$ cat src/rtl/clock_sequencer.sv
// ---------------------------------------------------------------------------
// clock_sequencer: multi-phase machine-cycle generator with run/stop/step. Rev 1.0
// ---------------------------------------------------------------------------
`default_nettype none

module clock_sequencer #(
  parameter int PHASES      = 4,
  parameter int DIV_WIDTH   = 8,
  parameter int WS_PHASE    = 2,
  parameter int SYNC_STAGES = 2,
  parameter int COUNT_WIDTH = 16
) (
  input  logic                   clk,
  input  logic                   nreset,
  input  logic                   nstart,
  input  logic                   nstop,
  input  logic                   step,
  input  logic [DIV_WIDTH-1:0]   div,
  input  logic                   cdiv,
  output logic                   running,
  output logic [PHASES-1:0]      phase,
  output logic                   sc,
  output logic                   ws,
  output logic [COUNT_WIDTH-1:0] cycles
);

  localparam int                LAST        = SYNC_STAGES - 1;
  localparam logic [PHASES-1:0] PHASE_FIRST = PHASES'(1);

  typedef enum logic [1:0] {
    S_HALT     = 2'd0,
    S_RUN      = 2'd1,
    S_STEP     = 2'd2,
    S_STOPPING = 2'd3
  } state_t;

  state_t state, state_n;

  logic [SYNC_STAGES-1:0] nstart_sync, nstop_sync, step_sync;
  logic                   nstart_q, nstop_q, step_q;
  logic                   start_edge, stop_edge, step_edge;

  logic [DIV_WIDTH-1:0]   tick, tick_n, div_lat, div_n;
  logic [PHASES-1:0]      phase_n;
  logic                   cdiv_lat, cdiv_n, ws_n;
  logic [COUNT_WIDTH-1:0] cycles_n;
  logic                   phase_end, cycle_end, enter, advance, halt;

  // Panel inputs are asynchronous; idle levels are held through reset so release is edge-free.
  always_ff @(posedge clk or negedge nreset) begin
    if (!nreset) begin
      nstart_sync <= '1;
      nstop_sync  <= '1;
      step_sync   <= '0;
      nstart_q    <= 1'b1;
      nstop_q     <= 1'b1;
      step_q      <= 1'b0;
    end else begin
      nstart_sync <= {nstart_sync[SYNC_STAGES-2:0], nstart};
      nstop_sync  <= {nstop_sync[SYNC_STAGES-2:0], nstop};
      step_sync   <= {step_sync[SYNC_STAGES-2:0], step};
      nstart_q    <= nstart_sync[LAST];
      nstop_q     <= nstop_sync[LAST];
      step_q      <= step_sync[LAST];
    end
  end

  assign start_edge = nstart_q & ~nstart_sync[LAST];
  assign stop_edge  = nstop_q & ~nstop_sync[LAST];
  assign step_edge  = ~step_q & step_sync[LAST];

  assign phase_end = (phase != '0) && (tick == div_lat);
  assign cycle_end = phase_end && phase[PHASES-1];
  assign sc        = cycle_end;
  assign running   = (state != S_HALT);

  always_ff @(posedge clk or negedge nreset) begin
    if (!nreset) begin
      state    <= S_HALT;
      phase    <= '0;
      tick     <= '0;
      div_lat  <= '0;
      cdiv_lat <= 1'b0;
      ws       <= 1'b0;
      cycles   <= '0;
    end else begin
      state    <= state_n;
      phase    <= phase_n;
      tick     <= tick_n;
      div_lat  <= div_n;
      cdiv_lat <= cdiv_n;
      ws       <= ws_n;
      cycles   <= cycles_n;
    end
  end

  always_comb begin
    state_n  = state;
    phase_n  = phase;
    tick_n   = tick;
    div_n    = div_lat;
    cdiv_n   = cdiv_lat;
    cycles_n = cycles;
    enter    = 1'b0;
    advance  = 1'b0;
    halt     = 1'b0;

    case (state)
      S_HALT: begin
        if (!stop_edge && start_edge) begin
          state_n = S_RUN;
          enter   = 1'b1;
        end else if (!stop_edge && step_edge) begin
          state_n = S_STEP;
          enter   = 1'b1;
        end
      end
      S_RUN: begin
        advance = 1'b1;
        if (stop_edge) state_n = S_STOPPING;
      end
      S_STOPPING: begin
        advance = 1'b1;
        if (start_edge && !stop_edge) begin
          state_n = S_RUN;
        end else if (cycle_end) begin
          state_n = S_HALT;
          halt    = 1'b1;
        end
      end
      S_STEP: begin
        advance = 1'b1;
        if (start_edge) begin
          state_n = S_RUN;
        end else if (cycle_end) begin
          state_n = S_HALT;
          halt    = 1'b1;
        end
      end
      default: state_n = S_HALT;
    endcase

    if (enter) begin
      phase_n = PHASE_FIRST;
      tick_n  = '0;
      div_n   = div;
      cdiv_n  = cdiv;
    end

    // div is captured as each phase begins; cdiv only as each machine cycle begins.
    if (advance) begin
      if (phase_end) begin
        tick_n  = '0;
        phase_n = {phase[PHASES-2:0], phase[PHASES-1]};
        div_n   = div;
        if (phase[PHASES-1]) begin
          cycles_n = cycles + COUNT_WIDTH'(1);
          cdiv_n   = cdiv;
        end
      end else begin
        tick_n = tick + DIV_WIDTH'(1);
      end
    end

    if (halt) begin
      phase_n = '0;
      tick_n  = '0;
    end

    ws_n = phase_n[WS_PHASE] & cdiv_n;
  end

endmodule

`default_nettype wire

$ cat config.mk
export PLATFORM = sky130hd
export DESIGN_NAME = clock_sequencer
export DESIGN_NICKNAME = d
export VERILOG_FILES = /design/src/rtl/clock_sequencer.sv
export SDC_FILE = /design/constraint.sdc
export NUM_CORES = 1
export LEC_CHECK = 0
export CORE_MARGIN = 4
export CORE_UTILIZATION = 52
export CTS_CLUSTER_DIAMETER = 200
export DETAILED_ROUTE_END_ITERATION = 8
export GPL_ROUTABILITY_DRIVEN = 0
export PLACE_DENSITY = 0.84
export SLEW_MARGIN = 20
export SYNTH_ARGS = -nofsm -noshare
export SYNTH_HDL_FRONTEND = slang
export SYNTH_SLANG_ARGS = --single-unit
$ cat constraint.sdc
create_clock -name clk -period 2.7 [get_ports clk]
set_input_delay 0.54 -clock clk [delete_from_list [all_inputs] [get_ports clk]]
set_output_delay 0.54 -clock clk [all_outputs]
set_load 0.1 [all_outputs]
==> impl_metrics.json <==
{
  "run_status": "complete, no violations",
  "cts_tree": "done",
  "drive_gt1_frac": 0.2544,
  "fin_crit_sh": 0.9236,
  "die_x_um": 73.63,
  "crit_path_end_kind": "primary output",
  "grt_antenna_before_repair": 0,
  "yosysWarnings": 0,
  "synth_seq_cells": 49,
  "numCtsBuffers": 5,
  "max-slew-margin-rel": 0.6049,
  "grt_setup_unrepaired": "false",
  "nFillCells": 336,
  "grt_overflow": 0,
  "whs_ns": 0.3370,
  "slowest_delay_ns": 0.44,
  "drt_first_pass_iters": 6,
  "wl_per_cell_um": 14.91,
  "wl_um": 4145,
  "yosysUniqueCellTypes": 40,
  "drv_cap": 0,
  "synth_flop_cell": "dfrtp_1",
  "vias_per_cell": 5.482,
  "finalCriticalPeriod_ns": 2.494,
  "ant_nets": 0,
  "setup_tns_ns": 0,
  "critPathKind": "flop to primary output",
  "cts_resized": 0,
  "clockRootBuffer": "clkbuf_8",
  "final_common_cell": "dfrtp_1",
  "core.rowCount": 23,
  "grt_pass1_wl_um": 7120,
  "syn2layout_area_growth_pct": 21.40,
  "clock-sinks": 49,
  "clock_latency_ns": 0.29,
  "cts.clk_slew.worst_paths_ns": 0.08,
  "n_antenna_cell": 0,
  "port_buffers": 36,
  "hold_path_class": "input pin to async pin",
  "worstPathArrival_ns": 1.95,
  "slew_viol_final": 0,
  "hold_viol": 0,
  "grt_pass1_vias": 1553,
  "cp_max_fo": 6,
  "worst_slew_pin_slew_ns": 0.5927,
  "final_cell_mix": "dfrtp_1 (43), buf_4 (24), xor2_1 (21)",
  "io_pins": 37,
  "worst_path_dominant_cell_family": "simple AND/OR/NAND/NOR gates",
  "multi_input_area_um2": 965.9,
  "crit_path_start_kind": "flop",
  "cp.buffers_inverters": 1,
  "synth-edff-count": 0,
  "crit_chain": "xor2_1 -> nor4_4 -> and3_1 -> buf_12",
  "skew_ns": 0.004254,
  "required_ns": 2.16,
  "p_leak_nw": 1.318,
  "initial_core_util": 0.5481,
  "hold_buffers": 0,
  "core_um2": 4086,
  "r2r_start": "nstart_q$_DFF_PN1_",
  "grt_max_degree": 50,
  "dieHeight_um": 73.63,
  "fin_nets": 243,
  "pwr_density_cell_nw_per_um2": 840.3,
  "worstSetupStartpoint": "tick[6]$_DFFE_PN0P_",
  "cts_max_path_buffers": 2,
  "drt_iter0_drc": 68,
  "grt_use_total": 0.1693,
  "seq_area_frac_synth": 0.5508,
  "finalSetupViolCount": 0,
  "slowest_stage": "nor4_4",
  "syn-num-nets": 202,
  "cts_setup_buffers": 0,
  "async_reset_ff_frac": 1.000,
  "htree_num_levels": 2,
  "synth_cells": 186,
  "power_mw": 2.285,
  "dieArea_um2": 5421,
  "peakVddDrop_mv": 0.7056,
  "syn_area_per_cell_um2": 12.04,
  "dp_hpwl_um": 2920,
  "syn-cell-area_um2": 2240,
  "fmax_ghz": 0.4010,
  "drc": 0,
  "seq_area_um2": 1234,
  "vias": 1524
}
## layer usage
| metal | global-route usage | up-vias | part of all wire |
|---|---|---|---|
| li1 | - | 737 | - |
| met1 | 0.2381 | 744 | 0.47 |
| met2 | 0.2589 | 38 | 0.46 |
| met3 | 0.05746 | 5 | 0.066 |
| met4 | 0.03018 | 0 | 0.0075 |
| met5 | 0 | - | 0 |
## cells by family (layout without fill, tap and decap cells)
| kind of cell | count (synthesis) | after routing | share of synthesized area |
|---|---|---|---|
| AOI/OAI and AO/OA | 21 | 21 | 0.06759 |
| xor gates and xnor gates | 26 | 26 | 0.1017 |
| adders and majority gates | 2 | 2 | 0.01117 |
| buffers and inverters | 8 | 50 | 0.01787 |
| DFF | 49 | 49 | 0.5508 |
| muxes | 13 | 13 | 0.06369 |
| and+or+nand+nor | 67 | 67 | 0.1872 |
## final cells by class
cell class	instances	share of cell area
sequential	49	0.4537
multi-input combinational	129	0.3553
clock buffer	7	0.03175
clock inverter	1	0.01104
tap	50	0.02301
timing repair buffer	38	0.1197
inverter	4	0.005522
## flip-flops by register name (all words and copies together) (netlist names)
register	cells
cdiv_lat	1
cycles	16
div_lat	8
nstart_q	1
nstart_sync	2
nstop_q	1
nstop_sync	2
phase	4
state	2
step_q	1
step_sync	2
tick	8
ws	1
## cells in the mapped netlist, types with 3 or more instances
master	n	area [um^2]
nor3_2	3	30.03
nand2_1	11	41.29
inv_1	4	15.01
a22o_1	5	43.79
a31oi_1	4	25.02
nor4_1	6	37.54
dfstp_2	6	157.7
xor2_1	21	183.9
nand2b_1	3	18.77
and3_1	5	31.28
nor2_1	10	37.54
xnor2_1	5	43.79
and2_1	4	25.02
mux2_2	8	90.09
mux2i_1	3	30.03
nand3_1	13	65.06
dfrtp_1	43	1076
a21oi_1	3	15.01
## through the flow
step / worst slack, ns / instances / cell area [um^2] / util
after floorplan: 0.4547 / 186 / 2240 / -
final: 0.2063 / 278 / 2719 / 0.6653
after CTS: 0.1885 / 278 / 2719 / 0.6653
after detailed placement: 0.5313 / 270 / 2603 / 0.6369
after global placement: 0.5544 / 270 / 2603 / 0.6369
after global routing: 0.07923 / 278 / 2719 / 0.6653
## report_power, final
part	leakage, nW	internal (mW)	switching (mW)
clock network	0.0585	0.302	0.226
registers	0.611	0.894	0.155
logic	0.649	0.287	0.421
total	1.32	1.48	0.802
## worst paths after layout
path | endpoint | slack [ns] | cells after the start
max | sc | 0.21 | 4
max in group asynchronous | cycles[5]$_DFFE_PN0P_ | 1.97 | 2
min | div_lat[4]$_DFF_PN0_ | 0.34 | 2
min in group clk | nstop_sync[1]$_DFF_PN1_ | 0.36 | 0
min reg2reg | nstop_sync[1]$_DFF_PN1_ | 0.36 | 0
max reg2reg | div_lat[0]$_DFF_PN0_ | 0.59 | 5
Note: power is estimated with default switching activity, not from simulation.
